--- config.mk ---
export PLATFORM = sky130hd
export DESIGN_NAME = oled_frame_sequencer_flat
export DESIGN_NICKNAME = d
export VERILOG_FILES = /design/src/rtl/oled_frame_sequencer_if.sv /design/src/rtl/oled_frame_sequencer.sv /design/src/flat_wrapper.sv
export SDC_FILE = /design/constraint.sdc
export NUM_CORES = 1
export LEC_CHECK = 0
export CAP_MARGIN = 0
export CORE_MARGIN = 1.5
export CORE_UTILIZATION = 44
export DETAILED_ROUTE_END_ITERATION = 16
export DONT_BUFFER_PORTS = 1
export GPL_TIMING_DRIVEN = 0
export PLACE_DENSITY_LB_ADDON = 0.25
export SLEW_MARGIN = 20
export SYNTH_ARGS = -nofsm -noshare
export SYNTH_HDL_FRONTEND = slang
export SYNTH_SLANG_ARGS = --single-unit
--- constraint.sdc ---
create_clock -name clk -period 4.1 [get_ports clk]
set_input_delay 1.025 -clock clk [delete_from_list [all_inputs] [get_ports clk]]
set_output_delay 1.025 -clock clk [all_outputs]
set_load 0.03 [all_outputs]
--- src/rtl/oled_frame_sequencer_if.sv ---
// ============================================================================
// oled_frame_sequencer_if : image-source / byte-transmitter signal bundle
// Rev 1.0 - initial release
// ============================================================================
`default_nettype none

interface oled_frame_sequencer_if;
    logic       frame_req;
    logic [7:0] pixel_data;
    logic       tx_ready;
    logic [9:0] byte_counter;
    logic [7:0] tx_data;
    logic       tx_dc;
    logic       tx_valid;
    logic       busy;
    logic       frame_done;

    modport master (
        input  frame_req, pixel_data, tx_ready,
        output byte_counter, tx_data, tx_dc, tx_valid, busy, frame_done
    );

    modport slave (
        output frame_req, pixel_data, tx_ready,
        input  byte_counter, tx_data, tx_dc, tx_valid, busy, frame_done
    );
endinterface

`default_nettype wire

--- src/rtl/oled_frame_sequencer.sv ---
// ============================================================================
// oled_frame_sequencer : SSD1306 init/window/frame byte sequencer
// Optional panel init list built when OLED_INIT_EN is defined.
// Rev 1.0 - initial release
// ============================================================================
`default_nettype none

module oled_frame_sequencer #(
    parameter int FRAME_BYTES    = 1024,
    parameter int REFRESH_CYCLES = 2500000
) (
    input  wire logic              clk,
    input  wire logic              rst,
    oled_frame_sequencer_if.master bus
);

    localparam logic [2:0] S_IDLE = 3'd1;
    localparam logic [2:0] S_ADDR = 3'd2;
    localparam logic [2:0] S_LOAD = 3'd3;
    localparam logic [2:0] S_WAIT = 3'd4;
    localparam logic [2:0] S_SEND = 3'd5;
`ifdef OLED_INIT_EN
    localparam logic [2:0] S_INIT  = 3'd0;
    localparam logic [2:0] S_RESET = S_INIT;
`else
    localparam logic [2:0] S_RESET = S_IDLE;
`endif

    localparam int             RW        = $clog2(REFRESH_CYCLES);
    localparam logic [RW-1:0]  REF_LAST  = RW'(REFRESH_CYCLES - 1);
    localparam logic [9:0]     LAST_BYTE = 10'(FRAME_BYTES - 1);
    localparam logic [4:0]     ADDR_LAST = 5'd5;

`ifdef OLED_INIT_EN
    localparam logic [4:0]     INIT_LAST = 5'd24;

    function automatic logic [7:0] init_rom(input logic [4:0] idx);
        case (idx)
            5'd0:    return 8'hAE;
            5'd1:    return 8'hD5;
            5'd2:    return 8'h80;
            5'd3:    return 8'hA8;
            5'd4:    return 8'h3F;
            5'd5:    return 8'hD3;
            5'd6:    return 8'h00;
            5'd7:    return 8'h40;
            5'd8:    return 8'h8D;
            5'd9:    return 8'h14;
            5'd10:   return 8'h20;
            5'd11:   return 8'h00;
            5'd12:   return 8'hA1;
            5'd13:   return 8'hC8;
            5'd14:   return 8'hDA;
            5'd15:   return 8'h12;
            5'd16:   return 8'h81;
            5'd17:   return 8'hCF;
            5'd18:   return 8'hD9;
            5'd19:   return 8'hF1;
            5'd20:   return 8'hDB;
            5'd21:   return 8'h40;
            5'd22:   return 8'hA4;
            5'd23:   return 8'hA6;
            default: return 8'hAF;
        endcase
    endfunction
`endif

    // Column range 0..127, page range 0..7: the whole panel.
    function automatic logic [7:0] addr_rom(input logic [2:0] idx);
        case (idx)
            3'd0:    return 8'h21;
            3'd1:    return 8'h00;
            3'd2:    return 8'h7F;
            3'd3:    return 8'h22;
            3'd4:    return 8'h00;
            default: return 8'h07;
        endcase
    endfunction

    logic [2:0]    state_q, state_d;
    logic [9:0]    byte_counter_q, byte_counter_d;
    logic [7:0]    tx_data_q, tx_data_d;
    logic          tx_dc_q, tx_dc_d;
    logic          tx_valid_q, tx_valid_d;
    logic          frame_done_q, frame_done_d;
    logic          pending_q, pending_d;
    logic [RW-1:0] ref_cnt_q, ref_cnt_d;
    logic [4:0]    cmd_idx_q, cmd_idx_d;

    logic accept;
    logic tick;

    assign accept = tx_valid_q && bus.tx_ready;
    assign tick   = (ref_cnt_q == REF_LAST);

    always_comb begin
        state_d        = state_q;
        byte_counter_d = byte_counter_q;
        tx_data_d      = tx_data_q;
        tx_dc_d        = tx_dc_q;
        tx_valid_d     = tx_valid_q;
        frame_done_d   = 1'b0;
        cmd_idx_d      = cmd_idx_q;
        ref_cnt_d      = tick ? '0 : ref_cnt_q + RW'(1);

        // The clear in IDLE comes first so a same-cycle request re-arms it.
        pending_d = pending_q;
        if ((state_q == S_IDLE) && pending_q) begin
            pending_d = 1'b0;
        end
        if (tick || bus.frame_req) begin
            pending_d = 1'b1;
        end

        case (state_q)
`ifdef OLED_INIT_EN
            S_INIT: begin
                if (!tx_valid_q) begin
                    tx_valid_d = 1'b1;
                    tx_dc_d    = 1'b0;
                    tx_data_d  = init_rom(cmd_idx_q);
                end else if (accept) begin
                    if (cmd_idx_q == INIT_LAST) begin
                        tx_valid_d = 1'b0;
                        cmd_idx_d  = '0;
                        state_d    = S_IDLE;
                    end else begin
                        cmd_idx_d = cmd_idx_q + 5'd1;
                        tx_data_d = init_rom(cmd_idx_q + 5'd1);
                    end
                end
            end
`endif
            S_IDLE: begin
                if (pending_q) begin
                    tx_valid_d = 1'b1;
                    tx_dc_d    = 1'b0;
                    tx_data_d  = addr_rom(3'd0);
                    cmd_idx_d  = '0;
                    state_d    = S_ADDR;
                end
            end
            S_ADDR: begin
                if (accept) begin
                    if (cmd_idx_q == ADDR_LAST) begin
                        tx_valid_d     = 1'b0;
                        cmd_idx_d      = '0;
                        byte_counter_d = '0;
                        state_d        = S_LOAD;
                    end else begin
                        cmd_idx_d = cmd_idx_q + 5'd1;
                        tx_data_d = addr_rom(cmd_idx_q[2:0] + 3'd1);
                    end
                end
            end
            S_LOAD: begin
                state_d = S_WAIT;
            end
            S_WAIT: begin
                tx_data_d  = bus.pixel_data;
                tx_dc_d    = 1'b1;
                tx_valid_d = 1'b1;
                state_d    = S_SEND;
            end
            S_SEND: begin
                if (accept) begin
                    tx_valid_d = 1'b0;
                    if (byte_counter_q < LAST_BYTE) begin
                        byte_counter_d = byte_counter_q + 10'd1;
                        state_d        = S_LOAD;
                    end else begin
                        byte_counter_d = '0;
                        frame_done_d   = 1'b1;
                        state_d        = S_IDLE;
                    end
                end
            end
            default: begin
                state_d = S_RESET;
            end
        endcase
    end

    always_ff @(posedge clk) begin
        if (rst) begin
            state_q        <= S_RESET;
            byte_counter_q <= '0;
            tx_data_q      <= '0;
            tx_dc_q        <= 1'b0;
            tx_valid_q     <= 1'b0;
            frame_done_q   <= 1'b0;
            pending_q      <= 1'b0;
            ref_cnt_q      <= '0;
            cmd_idx_q      <= '0;
        end else begin
            state_q        <= state_d;
            byte_counter_q <= byte_counter_d;
            tx_data_q      <= tx_data_d;
            tx_dc_q        <= tx_dc_d;
            tx_valid_q     <= tx_valid_d;
            frame_done_q   <= frame_done_d;
            pending_q      <= pending_d;
            ref_cnt_q      <= ref_cnt_d;
            cmd_idx_q      <= cmd_idx_d;
        end
    end

    assign bus.byte_counter = byte_counter_q;
    assign bus.tx_data      = tx_data_q;
    assign bus.tx_dc        = tx_dc_q;
    assign bus.tx_valid     = tx_valid_q;
    assign bus.frame_done   = frame_done_q;
    assign bus.busy         = (state_q != S_IDLE);

endmodule

`default_nettype wire

--- src/flat_wrapper.sv ---
// flat-port wrapper written by rule: the top's interface ports become plain ports
module oled_frame_sequencer_flat 
#(
    parameter int FRAME_BYTES    = 1024,
    parameter int REFRESH_CYCLES = 2500000
)
  (clk, rst, bus_frame_req, bus_pixel_data, bus_tx_ready, bus_byte_counter, bus_tx_data, bus_tx_dc, bus_tx_valid, bus_busy, bus_frame_done);
  oled_frame_sequencer_if bus_i ();
  input  wire logic clk;
  input  wire logic rst;
  input wire logic [$bits(bus_i.frame_req)-1:0] bus_frame_req;
  input wire logic [$bits(bus_i.pixel_data)-1:0] bus_pixel_data;
  input wire logic [$bits(bus_i.tx_ready)-1:0] bus_tx_ready;
  output wire logic [$bits(bus_i.byte_counter)-1:0] bus_byte_counter;
  output wire logic [$bits(bus_i.tx_data)-1:0] bus_tx_data;
  output wire logic [$bits(bus_i.tx_dc)-1:0] bus_tx_dc;
  output wire logic [$bits(bus_i.tx_valid)-1:0] bus_tx_valid;
  output wire logic [$bits(bus_i.busy)-1:0] bus_busy;
  output wire logic [$bits(bus_i.frame_done)-1:0] bus_frame_done;
  assign bus_i.frame_req = bus_frame_req;
  assign bus_i.pixel_data = bus_pixel_data;
  assign bus_i.tx_ready = bus_tx_ready;
  assign bus_byte_counter = bus_i.byte_counter;
  assign bus_tx_data = bus_i.tx_data;
  assign bus_tx_dc = bus_i.tx_dc;
  assign bus_tx_valid = bus_i.tx_valid;
  assign bus_busy = bus_i.busy;
  assign bus_frame_done = bus_i.frame_done;
  oled_frame_sequencer #(.FRAME_BYTES(FRAME_BYTES), .REFRESH_CYCLES(REFRESH_CYCLES)) u_core (.clk(clk), .rst(rst), .bus(bus_i));
endmodule
==> flow_summary_export.csv, run 1 <==
group,metric,value,unit
cells_and_area,final_area,2880,sq um
cells_and_area,drive_gt1_share,4.64,%
drt,drt_iter0_markers,91,
setup_path,crit_start,"u_core.state_q[1]",
clock_tree,cts_made_buffers,5,
die,die_area,6590,sq um
cells_and_area,instances_no_fill,398,
die,coreArea,5920,sq um
synthesis,synthCells,315,
grt,grt_pass1_vias,2266,
synthesis,synth-seq-cells,52,
sta,fin_ws,1420,ps
sta,worstMarginPinSlew,704,ps
grt,grt_max_degree,16,
cells_and_area,area_growth,6.93,%
sta,whs,475,ps
cells_and_area,fillers,585,
sta,finalCritPeriodShare,65.3,%
clock_tree,path_clk_slew,100,ps
clock_tree,root_buffer,"clkbuf_8",
clock_tree,cts_resized,0,
setup_path,path_buf_inv,2,
sta,tns,0,ps
synthesis,yosysTopAreaCell,"dfxtp_1",
synthesis,synth_nets,334,
cells_and_area,seq_area,1040,sq um
setup_path,crit_chain,"clkbuf_1, nor3b_1, inv_1",
setup_path,slowest_stage,"nor3b_1",
clock_tree,post-cts-setup-buffers,0,
setup_path,timing.rr.start,"u_core.bus.byte_counter[0]",
run_status,status,"finished, final reports clean",
setup_path,critPathLaunchType,"register",
sta,rsz0062_at_grt,"false",
drt,ant_nets,0,
power_and_ir_drop,p_per_area,420,nW/um^2
cells_and_area,diodes,0,
setup_path,crit_family,"buffers and inverters",
synthesis,syn_area,2690,sq um
setup_path,crit_required,3070,ps
drt,viasPerCell,5.94,
synthesis,async_reset_ff_share,0,%
setup_path,critical_path.max_stage_delay,470,ps
drt,first_pass_iters,4,
drt,post_drt_wl_per_cell,15.0,um
cells_and_area,final_common_cell,"dfxtp_1",
cells_and_area,final_cell_mix,"dfxtp_1 (52), nor2_1 (27), a21oi_1 (24)",
clock_tree,clock-sinks,52,
power_and_ir_drop,peakVddDrop,0.219,mV
synthesis,ys.flop_type,"dfxtp_1",
min_path,min_from,"u_core.ref_cnt_q[0]",
die,ios,34,
drt,wl,5990,um
drt,drc,0,
placement,port_buffers,0,
cells_and_area,fin_nets,341,
cells_and_area,multi_input_area,1550,sq um
sta,finalCriticalPeriod,2680,ps
synthesis,synthTopCellsByArea,"dfxtp_1 (39%), a21oi_1 (4.5%), nor2_1 (3.8%)",
synthesis,syn_avg_cell_area,8.54,sq um
placement,dp_slack,1590,ps
die,die_y,81.2,um
clock_tree,clock_path_buffers,2,
min_path,min_path_type,"reg -> reg",
setup_path,crit_arrival,1650,ps
flow_run,max_cap_violations,0,
placement,placed_area,2780,sq um
grt,grt_pass1_wl,10300,um
setup_path,critPathCaptureType,"primary output",
die,die_w,81.2,um
clock_tree,ctsHtreeMaxLevel,2,
power_and_ir_drop,p_leak,0.909,nW
placement,gp_congestion,0.818,
setup_path,path_max_fanout,10,
sta,relSlewSlack,53.0,%
sta,skew,12.8,ps
clock_tree,holdBufCountCts,0,
grt,grt_antenna_before_repair,0,
die,rows,28,
synthesis,ys_seq_area_share,38.7,%
drt,vias,2364,
synthesis,synth_top_area_share,38.7,%
clock_tree,worst_skew_pair.late_latency,310,ps
die,initial_core_util,45.4,%
synthesis,synth_cell_types,52,
grt,track_usage,19.9,%
placement,dp.cells,390,
setup_path,cp.depth,3,
synthesis,synth_edf_count,0,
sta,drv_slew,0,
sta,fmax,374,MHz
synthesis,synth_warnings,0,
setup_path,critPathKind,"reg -> out",
placement,hpwl,4350,um
grt,grt_overflow_total,0,
min_path,holdPathStages,1,
sta,setup_viol,0,
sta,hold_viol,0,
clock_tree,cts_tree,"done",
setup_path,r2r_cells,5,
==> kinds of logic (layout without fill, tap and decap cells) <==
family	after synthesis	after routing	share of synthesized area (%)
AOI/OAI and AO/OA	78	78	19.3
xor gates and xnor gates	18	18	5.86
adders and majority gates	8	8	3.63
buffers and inverters	25	33	3.82
DFF	52	52	38.7
muxes	2	2	0.745
and+or+nand+nor	132	132	28.0
==> routing by layer <==
metal,share of wire [%],global-route usage (%),up-vias
met4,1.3,6.38,0
met1,47,24.0,1124
met5,0,0,-
met3,3.4,4.38,6
li1,-,-,1190
met2,49,35.0,44
==> registers in the layout, indices dropped and copies added, names as in the netlist <==
name                     cells
u_core.pending_q             1
u_core.bus.tx_dc             1
u_core.state_q               3
u_core.cmd_idx_q             5
u_core.ref_cnt_q            22
u_core.bus.tx_valid          1
u_core.bus.tx_data           8
u_core.bus.byte_counter     10
u_core.bus.frame_done        1
==> metrics by stage <==
step | util [%] | power, W
after floorplan | - | 0.000846
after global placement | 47.0 | 0.000911
after detailed placement | 47.0 | 0.000913
after CTS | 48.6 | 0.00122
after global routing | 48.6 | 0.00129
final | 48.6 | 0.00121
==> worst register-to-register path, delay by kind of cell, from the launching register on <==
| family | cells | cell delay (ps) |
|---|---|---|
| compound gates | 2 | 760 |
| flops | 1 | 620 |
| simple gates | 2 | 560 |
| fa+ha+maj | 1 | 240 |
==> path summary, 6_finish.rpt <==
check	end	slack [ps]
setup reg to reg	u_core.bus.byte_counter[5]	1780
setup / recovery	bus_busy	1420
hold reg to reg	u_core.ref_cnt_q[0]	480
hold / removal	u_core.ref_cnt_q[0]	480
==> area by class of cell <==
class / count / share of cell area [%]
clock buffers: 6 / 2.87
inverters: 9 / 1.17
multi-input cells: 238 / 53.7
well taps: 75 / 3.26
flip-flops and latches: 52 / 36.2
plain buffers: 16 / 2.39
clock inverters: 2 / 0.348
==> power breakdown <==
group	switching (W)	internal [W]	total (W)
clock	0.000170	0.000135	0.000305
sequential	0.0000571	0.000534	0.000591
combinational	0.000194	0.000119	0.000313
total	0.000421	0.000788	0.00121
==> cells in the mapped netlist (all sizes together) (2+ instances only) <==
| master | number |
|---|---|
| xor2 | 10 |
| o21a | 3 |
| a32oi | 2 |
| xnor2 | 8 |
| ha | 7 |
| o31ai | 9 |
| a221oi | 3 |
| nor2 | 27 |
| nand4b | 3 |
| nor4 | 4 |
| o21ai | 14 |
| nand3b | 2 |
| or3 | 10 |
| nand4 | 11 |
| o2bb2ai | 5 |
| a21o | 2 |
| buf | 3 |
| dfxtp | 52 |
| a22oi | 3 |
| inv | 9 |
| a211oi | 5 |
| nand2 | 20 |
| a21oi | 24 |
| and2 | 5 |
| nor3b | 3 |
| and3b | 2 |
| and3 | 4 |
| nor2b | 3 |
| mux2i | 2 |
| nand3 | 16 |
| nor3 | 4 |
| clkbuf | 13 |
| and4 | 4 |
| or4 | 7 |
| nor4b | 3 |
No activity file was read; power rests on OpenSTA's default activity.
==> inputs of run 2 (changes only) <==
==> constraint.sdc (replaced) <==
create_clock -name clk -period 2.3 [get_ports clk]
set_input_delay 0.575 -clock clk [delete_from_list [all_inputs] [get_ports clk]]
set_output_delay 0.575 -clock clk [all_outputs]
set_load 0.03 [all_outputs]
==> run 2 against run 1 <==
Critical path type is now reg -> reg. Register-to-register slack lost 1600 ps. Design area grew 1.0%. Die area is the same. Largest power group unchanged. Clock skew shrank 0.74 ps. Count of clock-buffer cells in the layout is the same. Sequential power grew 78%.
==> flow_summary_export.csv, run 2 (synthesis gave the netlist of run 1 again) <==
group,metric,value,unit
drt,ant_nets,0,
grt,grt_antenna_before_repair,0,
setup_path,critPathLaunchType,"register",
placement,hpwl,4350,um
placement,port_buffers,0,
die,die_w,81.2,um
clock_tree,worst_skew_pair.late_latency,310,ps
sta,setup_viol,0,
drt,drc,0,
cells_and_area,final_area,2910,sq um
clock_tree,path_clk_slew,100,ps
cells_and_area,final_common_cell,"dfxtp_1",
drt,post_drt_wl_per_cell,15.1,um
sta,relSlewSlack,62.1,%
sta,fmax,474,MHz
cells_and_area,final_cell_mix,"dfxtp_1 (52), nor2_1 (27), a21oi_1 (24)",
drt,first_pass_iters,4,
clock_tree,clock_path_buffers,2,
drt,vias,2367,
power_and_ir_drop,peakVddDrop,0.401,mV
sta,finalCritPeriodShare,91.7,%
cells_and_area,regMostFlops,"u_core.ref_cnt_q",
run_status,status,"finished, final reports clean",
setup_path,path_max_fanout,7,
drt,viasPerCell,5.95,
drt,drt_iter0_markers,85,
drt,wl,6030,um
die,coreArea,5920,sq um
cells_and_area,area_growth,8.05,%
clock_tree,cts_made_buffers,5,
die,die_area,6590,sq um
die,die_y,81.2,um
setup_path,critical_path.max_stage_delay,620,ps
setup_path,crit_chain,"ha_1, and3_1, nand4_1, a311oi_1, o22ai_1",
clock_tree,root_buffer,"clkbuf_8",
cells_and_area,drive_gt1_share,6.19,%
grt,grt_max_degree,16,
sta,tns,0,ps
grt,track_usage,19.9,%
grt,grt_pass1_vias,2266,
grt,grt_overflow_total,0,
grt,grt_pass1_wl,10300,um
power_and_ir_drop,total_power,0.00216,W
setup_path,crit_required,2490,ps
sta,skew,12.0,ps
setup_path,slowest_stage,"dfxtp_1",
sta,drv_slew,0,
placement,gp_congestion,0.818,
power_and_ir_drop,p_leak,0.919,nW
cells_and_area,multi_input_area,1570,sq um
cells_and_area,fin_nets,341,
die,rows,28,
placement,placed_area,2780,sq um
sta,rsz0062_at_grt,"false",
cells_and_area,diodes,0,
die,initial_core_util,45.4,%
min_path,holdPathStages,2,
setup_path,crit_arrival,2300,ps
setup_path,r2r_cells,5,
clock_tree,cts_tree,"done",
sta,hold_viol,0,
clock_tree,ctsHtreeMaxLevel,2,
flow_run,max_cap_violations,0,
cells_and_area,seq_area,1040,sq um
cells_and_area,fillers,584,
sta,worstMarginPinSlew,563,ps
sta,finalCriticalPeriod,2110,ps
setup_path,critPathCaptureType,"register",
setup_path,critPathKind,"reg -> reg",
clock_tree,clock-sinks,52,
min_path,min_path_type,"in -> reg",
cells_and_area,largest_register_ffs,22,
power_and_ir_drop,p_per_area,744,nW/um^2
die,ios,34,
==> run 2: final timing paths <==
check,startpoint,to,slack (ps)
max,u_core.bus.byte_counter[0],u_core.state_q[1],190
min,bus_pixel_data[7],u_core.bus.tx_data[7],400
max reg2reg,u_core.bus.byte_counter[0],u_core.state_q[1],190
min reg2reg,u_core.ref_cnt_q[0],u_core.ref_cnt_q[0],480
==> run 2: critical path: cells and delay by family, from the launching register on <==
kind,cells,cell delay (ps)
adder cells (fa/ha/maj),1,240
flip-flops,1,620
AO/OA/AOI/OAI,2,520
AND/OR/NAND/NOR,2,600
==> run 2: timing repair <==
| action | in CTS | in global routing |
|---|---|---|
| endpoints found under the setup margin | 2 | 24 |
| setup buffers | 0 | 0 |
| endpoints found under the hold margin | 0 | 0 |
| resized for setup | 1 | 8 |
| hold buffers | 0 | 0 |
==> run 2: cell type report <==
type / instances / share of cell area (%)
multi-input cells: 238 / 54.1
inverters: 9 / 1.16
plain buffers: 16 / 2.45
well taps: 75 / 3.23
flip-flops and latches: 52 / 35.8
clock inverters: 2 / 0.345
clock buffers: 6 / 2.84
==> run 2: per-stage QoR <==
stage	hold slack (ps)	setup slack (ps)	cells	utilization [%]
after global placement	444	84.3	390	47.0
after floorplan	430	513	315	-
after CTS	396	58.5	398	48.7
after global routing	411	13.8	398	49.1
after detailed placement	465	13.8	390	47.0
final	402	191	398	49.1
==> run 2: per-layer routing <==
| metal | track usage [%] | share of wire [%] | vias up |
|---|---|---|---|
| met4 | 6.38 | 1.3 | 0 |
| met5 | 0 | 0 | - |
| met1 | 24.0 | 46 | 1134 |
| met3 | 4.38 | 3.4 | 6 |
| li1 | - | - | 1188 |
| met2 | 35.0 | 49 | 39 |
==> run 2: report_power, final <==
group          switching, W  internal (W)
registers          0.000100      0.000952
clock network      0.000302      0.000241
logic              0.000350      0.000217
